### src/rtl/systolic_ctrl_pkg.sv
// Shared definitions for the systolic array tile controller: array geometry,
// datapath widths, drain latency, counter widths and FSM state encodings.
package systolic_ctrl_pkg;

  localparam int unsigned ARRAY_DIM  = 8;
  localparam int unsigned WORD_WIDTH = 16;
  // Accumulator width: full product plus headroom for up to 255 terms.
  localparam int unsigned DATA_WIDTH = 2 * WORD_WIDTH + 8;
  // Register stage between the last array row and the output mux.
  localparam int unsigned OUTPUT_LAT = 1;
  // Cycles from we_o to column-0 result valid at the array output.
  localparam int unsigned DRAIN_LAT  = ARRAY_DIM + OUTPUT_LAT;

  localparam int unsigned K_W   = 8;
  localparam int unsigned CNT_W = 8;
  localparam int unsigned COL_W = 3;

  typedef enum logic [2:0] {
    ST_IDLE  = 3'd0,
    ST_FEED  = 3'd1,
    ST_FLUSH = 3'd2,
    ST_DRAIN = 3'd3,
    ST_WRITE = 3'd4,
    ST_DONE  = 3'd5
  } state_t;

endpackage

### src/rtl/systolic_ctrl_if.sv
// Control/buffer interface of the systolic tile controller.
//   start_i, k_i, *_base_i        : tile launch request (master -> controller)
//   busy_o, done_o                : status
//   abuf_*, bbuf_*                : operand buffer reads (1-cycle latency)
//   clear_o, we_o                 : accumulator clear / psum capture strobes
//   obuf_we_o, obuf_addr_o, col_sel_o : output buffer write and column select
interface systolic_ctrl_if #(
  parameter int unsigned ADDR_W = 16
);
  import systolic_ctrl_pkg::*;

  logic              start_i;
  logic [K_W-1:0]    k_i;
  logic [ADDR_W-1:0] abuf_base_i;
  logic [ADDR_W-1:0] bbuf_base_i;
  logic [ADDR_W-1:0] obuf_base_i;

  logic              busy_o;
  logic              done_o;
  logic              abuf_re_o;
  logic [ADDR_W-1:0] abuf_addr_o;
  logic              bbuf_re_o;
  logic [ADDR_W-1:0] bbuf_addr_o;
  logic              clear_o;
  logic              we_o;
  logic              obuf_we_o;
  logic [ADDR_W-1:0] obuf_addr_o;
  logic [COL_W-1:0]  col_sel_o;

  modport master (
    output start_i, k_i, abuf_base_i, bbuf_base_i, obuf_base_i,
    input  busy_o, done_o, abuf_re_o, abuf_addr_o, bbuf_re_o, bbuf_addr_o,
           clear_o, we_o, obuf_we_o, obuf_addr_o, col_sel_o
  );

  modport slave (
    input  start_i, k_i, abuf_base_i, bbuf_base_i, obuf_base_i,
    output busy_o, done_o, abuf_re_o, abuf_addr_o, bbuf_re_o, bbuf_addr_o,
           clear_o, we_o, obuf_we_o, obuf_addr_o, col_sel_o
  );

endinterface

### src/rtl/systolic_ctrl_strobe_delay.sv
// Parameterised 1-bit shift register used to align single-cycle strobes.
//   clk_i, rst_i : clock, asynchronous active-high reset
//   d_i          : strobe in
//   q_o          : strobe out, DEPTH cycles later (registered)
module systolic_ctrl_strobe_delay #(
  parameter int unsigned DEPTH = 1
) (
  input  logic clk_i,
  input  logic rst_i,
  input  logic d_i,
  output logic q_o
);

  logic [DEPTH-1:0] sr;

  always_ff @(posedge clk_i or posedge rst_i) begin
    if (rst_i) begin
      sr <= '0;
    end else begin
      sr[0] <= d_i;
      for (int unsigned i = 1; i < DEPTH; i++) begin
        sr[i] <= sr[i-1];
      end
    end
  end

  assign q_o = sr[DEPTH-1];

endmodule

### src/rtl/systolic_ctrl.sv
// Tile controller for an 8x8 output-stationary systolic array: streams K
// operand words from the A/B buffers, clears and captures the accumulators,
// waits for the array to drain, then writes the 8 column words out.
//   clk_i, rst_i : clock, asynchronous active-high reset
//   ctrl         : systolic_ctrl_if slave (launch request, buffer strobes, status)
module systolic_ctrl #(
  parameter int unsigned ADDR_W    = 16,
  parameter int unsigned DRAIN_LAT = systolic_ctrl_pkg::DRAIN_LAT
) (
  input  logic           clk_i,
  input  logic           rst_i,
  systolic_ctrl_if.slave ctrl
);
  import systolic_ctrl_pkg::*;

  state_t            state_q, state_n;
  logic [CNT_W-1:0]  cnt_q, cnt_n;
  logic [K_W-1:0]    k_q, k_n;
  logic [ADDR_W-1:0] abase_q, bbase_q, obase_q;
  logic [ADDR_W-1:0] abase_n, bbase_n, obase_n;
  logic              clear_src, we_src;
  logic              clear_q, we_q;
  logic              feed_n, write_n;

  always_comb begin
    state_n = state_q;
    cnt_n   = cnt_q;
    k_n     = k_q;
    abase_n = abase_q;
    bbase_n = bbase_q;
    obase_n = obase_q;
    unique case (state_q)
      ST_IDLE: begin
        if (ctrl.start_i) begin
          k_n     = ctrl.k_i;
          abase_n = ctrl.abuf_base_i;
          bbase_n = ctrl.bbuf_base_i;
          obase_n = ctrl.obuf_base_i;
          cnt_n   = '0;
          state_n = (ctrl.k_i == '0) ? ST_DONE : ST_FEED;
        end
      end
      ST_FEED: begin
        if (cnt_q == CNT_W'(k_q - K_W'(1))) begin
          state_n = ST_FLUSH;
          cnt_n   = '0;
        end else begin
          cnt_n = cnt_q + CNT_W'(1);
        end
      end
      ST_FLUSH: begin
        state_n = ST_DRAIN;
        cnt_n   = '0;
      end
      // Drain count 0 is the we_o cycle itself, so DRAIN spans DRAIN_LAT cycles.
      ST_DRAIN: begin
        if (cnt_q == CNT_W'(DRAIN_LAT - 1)) begin
          state_n = ST_WRITE;
          cnt_n   = '0;
        end else begin
          cnt_n = cnt_q + CNT_W'(1);
        end
      end
      ST_WRITE: begin
        if (cnt_q == CNT_W'(ARRAY_DIM - 1)) begin
          state_n = ST_DONE;
          cnt_n   = '0;
        end else begin
          cnt_n = cnt_q + CNT_W'(1);
        end
      end
      ST_DONE: state_n = ST_IDLE;
      default: state_n = ST_IDLE;
    endcase
  end

  assign feed_n  = (state_n == ST_FEED);
  assign write_n = (state_n == ST_WRITE);

  // Outputs are registered from next-state values so they line up with the
  // state they describe while staying free of input-to-output paths.
  always_ff @(posedge clk_i or posedge rst_i) begin
    if (rst_i) begin
      state_q          <= ST_IDLE;
      cnt_q            <= '0;
      k_q              <= '0;
      abase_q          <= '0;
      bbase_q          <= '0;
      obase_q          <= '0;
      ctrl.busy_o      <= 1'b0;
      ctrl.done_o      <= 1'b0;
      ctrl.abuf_re_o   <= 1'b0;
      ctrl.abuf_addr_o <= '0;
      ctrl.bbuf_re_o   <= 1'b0;
      ctrl.bbuf_addr_o <= '0;
      ctrl.obuf_we_o   <= 1'b0;
      ctrl.obuf_addr_o <= '0;
      ctrl.col_sel_o   <= '0;
    end else begin
      state_q          <= state_n;
      cnt_q            <= cnt_n;
      k_q              <= k_n;
      abase_q          <= abase_n;
      bbase_q          <= bbase_n;
      obase_q          <= obase_n;
      ctrl.busy_o      <= (state_n != ST_IDLE);
      ctrl.done_o      <= (state_n == ST_DONE);
      ctrl.abuf_re_o   <= feed_n;
      ctrl.abuf_addr_o <= feed_n ? abase_n + ADDR_W'(cnt_n) : '0;
      ctrl.bbuf_re_o   <= feed_n;
      ctrl.bbuf_addr_o <= feed_n ? bbase_n + ADDR_W'(cnt_n) : '0;
      ctrl.obuf_we_o   <= write_n;
      ctrl.obuf_addr_o <= write_n ? obase_n + ADDR_W'(cnt_n) : '0;
      ctrl.col_sel_o   <= write_n ? cnt_n[COL_W-1:0] : '0;
    end
  end

  // Two stages: the first lands on FEED cycle 0 / FLUSH, the second one cycle
  // later, when the first / last operand pair reaches the array.
  assign clear_src = feed_n && (cnt_n == '0);
  assign we_src    = (state_n == ST_FLUSH);

  systolic_ctrl_strobe_delay #(.DEPTH(2)) u_clear_dly (
    .clk_i (clk_i),
    .rst_i (rst_i),
    .d_i   (clear_src),
    .q_o   (clear_q)
  );

  systolic_ctrl_strobe_delay #(.DEPTH(2)) u_we_dly (
    .clk_i (clk_i),
    .rst_i (rst_i),
    .d_i   (we_src),
    .q_o   (we_q)
  );

  assign ctrl.clear_o = clear_q;
  assign ctrl.we_o    = we_q;

endmodule

### src/flat_wrapper.sv
// flat-port wrapper written by rule: the top's interface ports become plain ports
module systolic_ctrl_flat import systolic_ctrl_pkg::*;
#(
  parameter int unsigned ADDR_W    = 16,
  parameter int unsigned DRAIN_LAT = systolic_ctrl_pkg::DRAIN_LAT
)
  (clk_i, rst_i, ctrl_start_i, ctrl_k_i, ctrl_abuf_base_i, ctrl_bbuf_base_i, ctrl_obuf_base_i, ctrl_busy_o, ctrl_done_o, ctrl_abuf_re_o, ctrl_abuf_addr_o, ctrl_bbuf_re_o, ctrl_bbuf_addr_o, ctrl_clear_o, ctrl_we_o, ctrl_obuf_we_o, ctrl_obuf_addr_o, ctrl_col_sel_o);
  systolic_ctrl_if #(.ADDR_W(ADDR_W)) ctrl_i ();
  input  logic clk_i;
  input  logic rst_i;
  input wire logic [$bits(ctrl_i.start_i)-1:0] ctrl_start_i;
  input wire logic [$bits(ctrl_i.k_i)-1:0] ctrl_k_i;
  input wire logic [$bits(ctrl_i.abuf_base_i)-1:0] ctrl_abuf_base_i;
  input wire logic [$bits(ctrl_i.bbuf_base_i)-1:0] ctrl_bbuf_base_i;
  input wire logic [$bits(ctrl_i.obuf_base_i)-1:0] ctrl_obuf_base_i;
  output wire logic [$bits(ctrl_i.busy_o)-1:0] ctrl_busy_o;
  output wire logic [$bits(ctrl_i.done_o)-1:0] ctrl_done_o;
  output wire logic [$bits(ctrl_i.abuf_re_o)-1:0] ctrl_abuf_re_o;
  output wire logic [$bits(ctrl_i.abuf_addr_o)-1:0] ctrl_abuf_addr_o;
  output wire logic [$bits(ctrl_i.bbuf_re_o)-1:0] ctrl_bbuf_re_o;
  output wire logic [$bits(ctrl_i.bbuf_addr_o)-1:0] ctrl_bbuf_addr_o;
  output wire logic [$bits(ctrl_i.clear_o)-1:0] ctrl_clear_o;
  output wire logic [$bits(ctrl_i.we_o)-1:0] ctrl_we_o;
  output wire logic [$bits(ctrl_i.obuf_we_o)-1:0] ctrl_obuf_we_o;
  output wire logic [$bits(ctrl_i.obuf_addr_o)-1:0] ctrl_obuf_addr_o;
  output wire logic [$bits(ctrl_i.col_sel_o)-1:0] ctrl_col_sel_o;
  assign ctrl_i.start_i = ctrl_start_i;
  assign ctrl_i.k_i = ctrl_k_i;
  assign ctrl_i.abuf_base_i = ctrl_abuf_base_i;
  assign ctrl_i.bbuf_base_i = ctrl_bbuf_base_i;
  assign ctrl_i.obuf_base_i = ctrl_obuf_base_i;
  assign ctrl_busy_o = ctrl_i.busy_o;
  assign ctrl_done_o = ctrl_i.done_o;
  assign ctrl_abuf_re_o = ctrl_i.abuf_re_o;
  assign ctrl_abuf_addr_o = ctrl_i.abuf_addr_o;
  assign ctrl_bbuf_re_o = ctrl_i.bbuf_re_o;
  assign ctrl_bbuf_addr_o = ctrl_i.bbuf_addr_o;
  assign ctrl_clear_o = ctrl_i.clear_o;
  assign ctrl_we_o = ctrl_i.we_o;
  assign ctrl_obuf_we_o = ctrl_i.obuf_we_o;
  assign ctrl_obuf_addr_o = ctrl_i.obuf_addr_o;
  assign ctrl_col_sel_o = ctrl_i.col_sel_o;
  systolic_ctrl #(.ADDR_W(ADDR_W), .DRAIN_LAT(DRAIN_LAT)) u_core (.clk_i(clk_i), .rst_i(rst_i), .ctrl(ctrl_i));
endmodule
### config.mk
export PLATFORM = sky130hd
export DESIGN_NAME = systolic_ctrl_flat
export DESIGN_NICKNAME = d
export VERILOG_FILES = /design/src/rtl/systolic_ctrl_pkg.sv /design/src/rtl/systolic_ctrl_if.sv /design/src/rtl/systolic_ctrl_strobe_delay.sv /design/src/rtl/systolic_ctrl.sv /design/src/flat_wrapper.sv
export SDC_FILE = /design/constraint.sdc
export NUM_CORES = 1
export LEC_CHECK = 0
export BUFFER_PORTS_ARGS = -buffer_cell sky130_fd_sc_hd__buf_2
export CAP_MARGIN = 20
export CORE_MARGIN = 2
export CORE_UTILIZATION = 56
export DETAILED_ROUTE_END_ITERATION = 7
export GPL_ROUTABILITY_DRIVEN = 0
export HOLD_SLACK_MARGIN = 0.03
export PLACE_DENSITY = 0.92
export RECOVER_POWER = 50
export REMOVE_ABC_BUFFERS = 1
export SLEW_MARGIN = 20
export SYNTH_ARGS = -nofsm -noshare
export SYNTH_HDL_FRONTEND = slang
export SYNTH_SLANG_ARGS = --single-unit
### constraint.sdc
create_clock -name clk_i -period 5.1 [get_ports clk_i]
set_input_delay 0 -clock clk_i [delete_from_list [all_inputs] [get_ports clk_i]]
set_output_delay 0 -clock clk_i [all_outputs]
set_load 0.05 [all_outputs]
==> impl_results.html, run 1 <==
<table>
<tr><th>Metric</th><th>Value</th></tr>
<tr><th colspan="2">Setup path</th></tr>
<tr><td>Cells along the critical path</td><td>or4_1, o221ai_1, nand3b_1, o2111ai_1, a21oi_2, o31ai_1, ha_1, nand2_1, a21oi_1, and2_1, and3_1, a32oi_1, and4_1, or3_1, a21oi_1</td></tr>
<tr><td>Crit path arrival time</td><td>5.17 ns</td></tr>
<tr><td>Delay of the slowest cell on the worst path</td><td>0.68 ns</td></tr>
<tr><td>Crit Path Class</td><td>reg -&gt; reg</td></tr>
<tr><td>Sort of element at the start of the critical path</td><td>register</td></tr>
<tr><td>Origin of the worst setup path</td><td>u_core.k_q[2]</td></tr>
<tr><td>Critical-path cell with the highest stage delay</td><td>o31ai_1</td></tr>
<tr><td>Required time reported for the critical path endpoint</td><td>5.43 ns</td></tr>
<tr><td>Start of the worst register-to-register path</td><td>u_core.k_q[2]</td></tr>
<tr><td>Maximum net fanout on the critical path</td><td>7</td></tr>
<tr><td>Nature of the critical path endpoint</td><td>register</td></tr>
<tr><td>Family with the most delay on the worst path</td><td>simple AND/OR/NAND/NOR gates</td></tr>
<tr><td>Dominant cell type by count on the critical path</td><td>a21oi_1</td></tr>
<tr><td>Buffers plus inverters on the worst setup path</td><td>0</td></tr>
<tr><th colspan="2">Clock tree</th></tr>
<tr><td>Number of sinks on the clock net</td><td>126</td></tr>
<tr><td>Root Driver</td><td>clkbuf_16</td></tr>
<tr><td>Reg clk slew, reported paths</td><td>0.06 ns</td></tr>
<tr><td>TritonCTS clock tree</td><td>done</td></tr>
<tr><td>Level count of the clock H-tree</td><td>4</td></tr>
<tr><td>Clk_lat worst skew</td><td>0.42 ns</td></tr>
<tr><td>Maximum clock path buffer count</td><td>2</td></tr>
<tr><td>TritonCTS buffer count</td><td>17</td></tr>
<tr><td>Post-CTS setup buffer count</td><td>0</td></tr>
<tr><th colspan="2">Floorplan</th></tr>
<tr><td>Die W</td><td>111 um</td></tr>
<tr><td>Core area</td><td>0.0113 mm^2</td></tr>
<tr><td>Die H</td><td>111 um</td></tr>
<tr><td>Row count</td><td>39</td></tr>
<tr><td>Top-level port count</td><td>117</td></tr>
<tr><td>Die area</td><td>0.0124 mm^2</td></tr>
<tr><td>Starting density of the core</td><td>0.570</td></tr>
<tr><th colspan="2">Yosys</th></tr>
<tr><td>Synth Area per Inst</td><td>10.5 um^2</td></tr>
<tr><td>Share of synthesized registers carrying an async set or reset</td><td>1.00</td></tr>
<tr><td>Post-synthesis sequential element count</td><td>126</td></tr>
<tr><td>Instance count of the mapped netlist</td><td>613</td></tr>
<tr><td>Fraction of post-synthesis cell area in the top cell type by area</td><td>0.488</td></tr>
<tr><td>Number of distinct library cells after synthesis</td><td>70</td></tr>
<tr><td>Synth Cell Area</td><td>0.00646 mm^2</td></tr>
<tr><td>Most instantiated flip-flop cell in the synthesis netlist</td><td>dfrtp_1</td></tr>
<tr><td>Sequential element share of the synthesized area</td><td>0.488</td></tr>
<tr><td>EDFF count, synth</td><td>0</td></tr>
<tr><td>Synth area leader</td><td>dfrtp_1</td></tr>
<tr><td>Top cells by area, synth</td><td>dfrtp_1 (49%), mux2_2 (7.3%), ha_1 (4.7%)</td></tr>
<tr><td>Yosys warnings</td><td>0</td></tr>
<tr><th colspan="2">Timing</th></tr>
<tr><td>Achievable frequency</td><td>0.206 GHz</td></tr>
<tr><td>Final-layout setup total negative slack</td><td>0 ns</td></tr>
<tr><td>Total count of hold-check failures in the final report</td><td>0</td></tr>
<tr><td>Worst relative slew slack</td><td>-0.774</td></tr>
<tr><td>Number of setup violations in the final report</td><td>0</td></tr>
<tr><td>Final number of max-transition violations</td><td>129</td></tr>
<tr><td>Slew of the pin with the lowest slew margin</td><td>2.65 ns</td></tr>
<tr><td>Final worst hold slack</td><td>0.208 ns</td></tr>
<tr><td>Minimum clock period after layout</td><td>4.84 ns</td></tr>
<tr><td>Part of the cycle the worst path needs</td><td>0.950</td></tr>
<tr><td>Post-Route Skew</td><td>0.00710 ns</td></tr>
<tr><th colspan="2">Drt</th></tr>
<tr><td>Post-Route WL</td><td>17,600 um</td></tr>
<tr><td>Vias per Instance</td><td>5.92</td></tr>
<tr><td>Iteration-0 DRC Markers</td><td>651</td></tr>
<tr><td>Total iterations of the first detailed-routing run</td><td>6</td></tr>
<tr><td>Detailed-route via count</td><td>5,587</td></tr>
<tr><td>Number of nets still failing antenna checks after routing</td><td>0</td></tr>
<tr><td>Post-detailed-route DRC marker count</td><td>0</td></tr>
<tr><td>Post-detailed-route wirelength per cell</td><td>18.6 um</td></tr>
<tr><th colspan="2">Finish</th></tr>
<tr><td>Layout cell share with drive strength beyond 1</td><td>0.194</td></tr>
<tr><td>Signed area change from the synthesized netlist to the final layout</td><td>28.1%</td></tr>
<tr><td>Util after Layout</td><td>0.731</td></tr>
<tr><td>Antenna Cells</td><td>0</td></tr>
<tr><td>NumNets Final</td><td>874</td></tr>
<tr><td>Multi-input gate area</td><td>0.00308 mm^2</td></tr>
<tr><td>Storage cell area</td><td>0.00315 mm^2</td></tr>
<tr><td>Filler Cells Inserted</td><td>755</td></tr>
<tr><th colspan="2">Outcome</th></tr>
<tr><td>Violations in the final reports</td><td>capacitance limit, slew limit</td></tr>
<tr><td>Status</td><td>complete, but fails checks</td></tr>
<tr><th colspan="2">Placed design</th></tr>
<tr><td>Detail Placement HPWL</td><td>11,000 um</td></tr>
<tr><td>IO Port Bufs</td><td>116</td></tr>
<tr><th colspan="2">Min path</th></tr>
<tr><td>Hold/Removal Path Class</td><td>in -&gt; reg</td></tr>
<tr><td>Critical hold path startpoint</td><td>ctrl_start_i</td></tr>
<tr><th colspan="2">Global route</th></tr>
<tr><td>Vias in the first global route</td><td>5,767</td></tr>
<tr><td>Maximum number of pins on one net before global-route repair</td><td>65</td></tr>
<tr><td>Initial antenna violation count</td><td>0</td></tr>
<tr><td>Global-route wire length before repair</td><td>28,000 um</td></tr>
<tr><td>Overflow after GRT</td><td>0</td></tr>
<tr><td>Global router's overall resource usage</td><td>0.285</td></tr>
<tr><th colspan="2">Pwr</th></tr>
<tr><td>Power Dens Cells</td><td>761 mW/mm^2</td></tr>
<tr><td>Total leakage power</td><td>3.74 nW</td></tr>
<tr><td>IR drop worst, VDD</td><td>0.512 mV</td></tr>
<tr><th colspan="2">Flow run</th></tr>
<tr><td>Max-cap violations</td><td>2</td></tr>
</table>
-- report_power, final --
| part | total [mW] | switching (mW) | internal (mW) | leakage, nW |
|---|---|---|---|---|
| logic | 3.38 | 2.22 | 1.16 | 1.86 |
| registers | 1.62 | 0.213 | 1.40 | 1.57 |
| clock network | 1.30 | 0.434 | 0.863 | 0.308 |
-- state kept, by name, summed over array words and instances (netlist names), 8 cells and up --
name                     flops
u_core.abase_q              16
u_core.bbase_q              16
u_core.ctrl.abuf_addr_o     16
u_core.ctrl.bbuf_addr_o     16
u_core.ctrl.obuf_addr_o     16
u_core.obase_q              16
u_core.cnt_q                 8
u_core.k_q                   8
-- final timing paths --
kind / depth (start not counted) / to / slack (ns)
setup reg to reg: 15 / u_core.ctrl.bbuf_addr_o[12] / 0.26
min in group asynchronous: 3 / u_core.abase_q[8] / 0.87
setup / recovery: 15 / u_core.ctrl.bbuf_addr_o[12] / 0.26
max in group asynchronous: 4 / u_core.bbase_q[2] / 1.79
hold / removal: 3 / u_core.state_q[2] / 0.21
hold reg to reg: 0 / u_core.u_clear_dly.sr[1] / 0.35
-- worst register-to-register path, cell delays in order (launching register included) --
cell and delay [ns]:
dfrtp_1 0.46, or4_1 0.62, o221ai_1 0.23, nand3b_1 0.15
o2111ai_1 0.40, a21oi_2 0.18, o31ai_1 0.68, ha_1 0.36
nand2_1 0.08, a21oi_1 0.20, and2_1 0.23, and3_1 0.21
a32oi_1 0.07, and4_1 0.31, or3_1 0.37, a21oi_1 0.20
-- final cells by class --
class | count | area share
clock buffers | 20 | 0.0528
clock inverters | 12 | 0.0231
inverters | 32 | 0.0147
multi-input cells | 433 | 0.373
flip-flops and latches | 126 | 0.381
well taps | 143 | 0.0216
repair buffers | 178 | 0.134
-- per-layer routing --
layer / vias up / wire length, um / share of wire / track usage
li1: 2501 / - / - / -
met1: 2693 / 6600 / 0.38 / 0.317
met2: 317 / 8980 / 0.51 / 0.503
met3: 76 / 1300 / 0.074 / 0.0855
met4: 0 / 689 / 0.039 / 0.133
met5: - / 0 / 0 / 0
-- stage by stage --
step,instances,cell area [um^2],setup WS (ns),total power [mW]
after detailed placement,855,7140,0.186,4.82
after global placement,855,7140,0.549,4.62
final,944,8270,0.257,6.29
after floorplan,591,6330,-4.82,4.03
after global routing,944,8270,-0.0491,6.63
after CTS,944,8340,0.134,6.23
-- Yosys cell counts, types with 16 or more instances --
| cell | n |
|---|---|
| nor2_1 | 62 |
| nand3_1 | 21 |
| nor3_1 | 16 |
| o21ai_0 | 25 |
| ha_1 | 24 |
| xor2_1 | 20 |
| a21oi_1 | 34 |
| inv_1 | 30 |
| mux2_2 | 42 |
| xnor2_1 | 26 |
| nand2_1 | 34 |
| dfrtp_1 | 126 |
-- layout by cell type (no fill, tap or decap), types with 4 or more instances in the layout --
cell type	n
dfrtp_1	126
and2_1	7
nor3_1	16
nor4_1	6
o21ai_0	24
clkbuf_16	17
nand3b_1	4
a31oi_1	5
ha_1	24
nand2_1	34
inv_1	29
clkinv_2	5
mux2i_1	11
mux2_2	42
a211oi_1	5
bufinv_16	5
nand2b_1	6
xor2_1	20
a21o_1	6
buf_2	57
nand4_1	6
nand3_1	21
or3_1	4
nor2_1	62
xnor2_1	26
and3_1	11
dlygate4sd3_1	57
clkbuf_1	63
a21oi_1	33
-- logic make-up (layout without fill, tap and decap cells) --
kind of cell	after synthesis	in the layout	share of synthesized area
and+or+nand+nor	198	198	0.155
DFF	126	126	0.488
AOI/OAI and AO/OA	109	109	0.111
buffers and inverters	54	242	0.0374
muxes	53	53	0.0903
xor gates and xnor gates	46	46	0.0624
adders and majority gates	27	27	0.0558
-- repair_timing --
| action | 4_1_cts | 5_1_grt |
|---|---|---|
| cloned | 0 | 0 |
| resized for setup | 1 | 3 |
| hold buffers | 57 | 0 |
| endpoints found under the setup margin | 1 | 14 |
| endpoints found under the hold margin | 127 | 0 |
Power figures use the tool's default switching activity.
==> inputs of run 2 (changes only) <==
- clock period: 5.1 -> 4.7 ns (I/O delays scaled with it)
==> run 2 against run 1 <==
  * Clock skew grew 0.00072 ns
  * First-iteration DRC count up 16%
  * Non-clock buffer count rose by 9
  * Cell area rose by 1.2%
  * The run still ends with capacitance limit, slew limit left
==> impl_results.html, run 2 (same netlist as run 1, synthesis figures left out) <==
<table>
<tr><th>Metric</th><th>Value</th></tr>
<tr><th colspan="2">Global route</th></tr>
<tr><td>Global router's overall resource usage</td><td>0.293 (+0.00812)</td></tr>
<tr><td>Maximum number of pins on one net before global-route repair</td><td>78 (+20%)</td></tr>
<tr><td>Met1 layer usage reported by global route</td><td>0.346 (+0.0282)</td></tr>
<tr><td>Overflow after GRT</td><td>0 (unchanged)</td></tr>
<tr><td>Vias in the first global route</td><td>5,828 (+1.1%)</td></tr>
<tr><td>Global-route wire length before repair</td><td>28,800 um (+3.1%)</td></tr>
<tr><td>Initial antenna violation count</td><td>0 (unchanged)</td></tr>
<tr><td>M3 GR Usage</td><td>0.0729 (-0.0125)</td></tr>
<tr><td>Most Crowded Layer GR</td><td>met2</td></tr>
<tr><td>Global routing usage on met2</td><td>0.513 (+0.0106)</td></tr>
<tr><th colspan="2">Finish</th></tr>
<tr><td>NumNets Final</td><td>883 (+1.0%)</td></tr>
<tr><td>Antenna Cells</td><td>0 (unchanged)</td></tr>
<tr><td>Filler Cells Inserted</td><td>696 (-7.8%)</td></tr>
<tr><td>Layout cell share with drive strength beyond 1</td><td>0.214 (+0.0203)</td></tr>
<tr><td>Multi-input gate area</td><td>0.00311 mm^2 (+0.89%)</td></tr>
<tr><td>Signed area change from the synthesized netlist to the final layout</td><td>29.7%</td></tr>
<tr><td>Commonest cells after routing, fill and taps aside</td><td>dfrtp_1 (125), nor2_1 (62), buf_2 (58), clkbuf_1 (58), dlygate4sd3_1 (57)</td></tr>
<tr><td>Post-route cell area</td><td>0.00837 mm^2 (+1.2%)</td></tr>
<tr><td>Most common cell after layout, fill and taps aside</td><td>dfrtp_1</td></tr>
<tr><td>Storage cell area</td><td>0.00315 mm^2 (about the same)</td></tr>
<tr><th colspan="2">Setup path</th></tr>
<tr><td>Stages on worst setup path</td><td>19 (+4)</td></tr>
<tr><td>Required time reported for the critical path endpoint</td><td>5.04 ns (-0.39 ns)</td></tr>
<tr><td>Crit Path Class</td><td>reg -&gt; reg</td></tr>
<tr><td>Critical-path cell with the highest stage delay</td><td>dfrtp_1</td></tr>
<tr><td>Sort of element at the start of the critical path</td><td>register</td></tr>
<tr><td>Family with the most delay on the worst path</td><td>simple AND/OR/NAND/NOR gates</td></tr>
<tr><td>Buffers plus inverters on the worst setup path</td><td>1 (+1)</td></tr>
<tr><td>Cells along the critical path</td><td>inv_1, ha_1, nor3b_2, a21oi_1, nor4b_2, o2111ai_2, a21o_1, a21oi_1, nand2b_1, o31ai_1, ha_1, o21ai_1, a21oi_2, and2_4, and3_1, a32oi_1, and4_4, or3_1, a21oi_1</td></tr>
<tr><td>Dominant cell type by count on the critical path</td><td>a21oi_1</td></tr>
<tr><td>Crit path arrival time</td><td>4.85 ns (-0.32 ns)</td></tr>
<tr><td>Nature of the critical path endpoint</td><td>register</td></tr>
<tr><td>FF-to-FF path depth</td><td>19 (+4)</td></tr>
<tr><td>Maximum net fanout on the critical path</td><td>6 (-1)</td></tr>
<tr><td>Delay of the slowest cell on the worst path</td><td>0.41 ns (-0.27 ns)</td></tr>
<tr><th colspan="2">Drt</th></tr>
<tr><td>Post-detailed-route DRC marker count</td><td>0 (unchanged)</td></tr>
<tr><td>Post-detailed-route wirelength per cell</td><td>18.8 um (+0.97%)</td></tr>
<tr><td>Iteration-0 DRC Markers</td><td>753 (+16%)</td></tr>
<tr><td>Vias per Instance</td><td>5.97 (+0.95%)</td></tr>
<tr><td>Detailed-route via count</td><td>5,688 (+1.8%)</td></tr>
<tr><td>Number of nets still failing antenna checks after routing</td><td>0 (unchanged)</td></tr>
<tr><td>Total iterations of the first detailed-routing run</td><td>6 (unchanged)</td></tr>
<tr><td>Post-Route WL</td><td>17,900 um (+1.8%)</td></tr>
<tr><th colspan="2">Pwr</th></tr>
<tr><td>Total leakage power</td><td>3.79 nW (+1.4%)</td></tr>
<tr><td>Combinational share of power</td><td>0.539 (+0.002)</td></tr>
<tr><td>Power Dens Cells</td><td>819 mW/mm^2 (+7.6%)</td></tr>
<tr><td>Internal power</td><td>3.72 mW (+8.6%)</td></tr>
<tr><td>Clk network pwr share</td><td>0.204 (-0.002)</td></tr>
<tr><td>IR drop worst, VDD</td><td>0.521 mV (+1.7%)</td></tr>
<tr><td>Switching power summed over all nets</td><td>3.13 mW (+9.3%)</td></tr>
<tr><td>Switching part of the total power</td><td>0.457 (+0.00158)</td></tr>
<tr><td>Register share of total power</td><td>0.257 (about the same)</td></tr>
<tr><th colspan="2">Floorplan</th></tr>
<tr><td>Row count</td><td>39 (unchanged)</td></tr>
<tr><td>Die W</td><td>111 um (unchanged)</td></tr>
<tr><td>Core area</td><td>0.0113 mm^2 (unchanged)</td></tr>
<tr><td>Starting density of the core</td><td>0.570 (unchanged)</td></tr>
<tr><td>Die area</td><td>0.0124 mm^2 (unchanged)</td></tr>
<tr><td>Die H</td><td>111 um (unchanged)</td></tr>
<tr><td>Top-level port count</td><td>117 (unchanged)</td></tr>
<tr><th colspan="2">Clock tree</th></tr>
<tr><td>Level count of the clock H-tree</td><td>4 (unchanged)</td></tr>
<tr><td>Reg clk slew, reported paths</td><td>0.06 ns (about the same)</td></tr>
<tr><td>TritonCTS buffer count</td><td>17 (unchanged)</td></tr>
<tr><td>Clk_lat worst skew</td><td>0.42 ns (about the same)</td></tr>
<tr><td>Number of sinks on the clock net</td><td>126 (unchanged)</td></tr>
<tr><td>Maximum clock path buffer count</td><td>2 (unchanged)</td></tr>
<tr><td>TritonCTS clock tree</td><td>done</td></tr>
<tr><td>Root Driver</td><td>clkbuf_16</td></tr>
<tr><th colspan="2">Placed design</th></tr>
<tr><td>IO Port Bufs</td><td>116 (unchanged)</td></tr>
<tr><td>Area after DPL</td><td>0.00717 mm^2 (+0.42%)</td></tr>
<tr><td>Detail Placement HPWL</td><td>10,900 um (-0.90%)</td></tr>
<tr><th colspan="2">Timing</th></tr>
<tr><td>Final worst hold slack</td><td>0.277 ns (+0.0693 ns)</td></tr>
<tr><td>Number of setup violations in the final report</td><td>0 (unchanged)</td></tr>
<tr><td>Part of the cycle the worst path needs</td><td>0.960 (+0.0106)</td></tr>
<tr><td>Final number of max-transition violations</td><td>78 (-40%)</td></tr>
<tr><td>Worst relative slew slack</td><td>-1.33 (-0.556)</td></tr>
<tr><td>Post-Route Skew</td><td>0.00782 ns (+0.000725 ns)</td></tr>
<tr><td>Final-layout setup total negative slack</td><td>0 ns (unchanged)</td></tr>
<tr><td>Slew of the pin with the lowest slew margin</td><td>3.48 ns (+0.829 ns)</td></tr>
<tr><td>Total count of hold-check failures in the final report</td><td>0 (unchanged)</td></tr>
<tr><td>Achievable frequency</td><td>0.222 GHz (+7.3%)</td></tr>
<tr><td>Minimum clock period after layout</td><td>4.51 ns (-0.330 ns)</td></tr>
<tr><th colspan="2">Outcome</th></tr>
<tr><td>Violations in the final reports</td><td>capacitance limit, slew limit</td></tr>
<tr><td>Status</td><td>complete, but fails checks</td></tr>
<tr><th colspan="2">Min path</th></tr>
<tr><td>Hold-critical path depth</td><td>3 (unchanged)</td></tr>
<tr><td>Hold/Removal Path Class</td><td>in -&gt; reg</td></tr>
<tr><th colspan="2">Flow run</th></tr>
<tr><td>Max-cap violations</td><td>1 (-1)</td></tr>
</table>
## run 2: changes by cell type in the layout (fill, tap and decap cells not counted), sizes merged
cell / before / now
clkinvlp: 2 / 4
clkbuf: 81 / 77
clkinv: 6 / 5
buf: 60 / 71
inv: 31 / 32
bufinv: 5 / 4
## run 2: what timing repair did
item                                    CTS  global route
hold buffers                             57             0
gates resized for setup                   4             9
buffers inserted                          0             5
endpoints found under the hold margin   143             0
pin swaps                                 0             5
endpoints found under the setup margin   10            27
gates cloned                              0             0
## run 2: per-layer routing
metal	vias up	share of wire
li1	2526	-
met1	2723	0.38
met2	351	0.50
met3	88	0.079
met4	0	0.040
met5	-	0
## run 2: final timing paths
check                                         start                          end  slack (ns)
max                                   u_core.k_q[0]  u_core.ctrl.bbuf_addr_o[12]        0.19
max reg2reg                           u_core.k_q[0]  u_core.ctrl.bbuf_addr_o[12]        0.19
min reg2reg                u_core.u_clear_dly.sr[0]     u_core.u_clear_dly.sr[1]        0.35
max in group asynchronous                     rst_i           u_core.ctrl.done_o        1.28
min in group asynchronous                     rst_i           u_core.abase_q[10]        1.14
min                                    ctrl_start_i            u_core.state_q[2]        0.28
## run 2: worst reg2reg max path: stages (launching register included)
cell       delay [ns]
dfrtp_1          0.41
inv_1            0.09
ha_1             0.22
nor3b_2          0.29
a21oi_1          0.14
nor4b_2          0.32
o2111ai_2        0.25
a21o_1           0.31
a21oi_1          0.17
nand2b_1         0.16
o31ai_1          0.14
ha_1             0.37
o21ai_1          0.13
a21oi_2          0.24
and2_4           0.20
and3_1           0.15
a32oi_1          0.05
and4_4           0.26
or3_1            0.36
a21oi_1          0.17
## run 2: area by class of cell
type                    instances  area share
repair buffers                187       0.141
clock buffers                  18      0.0525
inverters                      32      0.0145
multi-input cells             433       0.371
well taps                     143      0.0214
clock inverters                13      0.0224
flip-flops and latches        126       0.377
## run 2: stage by stage
| stage | power, mW | worst slack [ns] | util | std cells |
|---|---|---|---|---|
| floorplan | 4.38 | -5.22 | - | 591 |
| global placement | 5.02 | 0.265 | 0.633 | 859 |
| detailed placement | 5.21 | -0.214 | 0.633 | 859 |
| CTS | 6.75 | 0.0281 | 0.741 | 947 |
| global route | 7.22 | -0.0194 | 0.740 | 952 |
| finish | 6.85 | 0.187 | 0.740 | 952 |
## run 2: power groups by stage
stage               sequential, mW  clock, mW  combinational, mW
detailed placement            1.75          0               3.46
finish                        1.76       1.40               3.70
CTS                           1.74       1.41               3.60
global route                  1.80       1.46               3.97
global placement              1.72          0               3.30
floorplan                     2.19          0               2.19
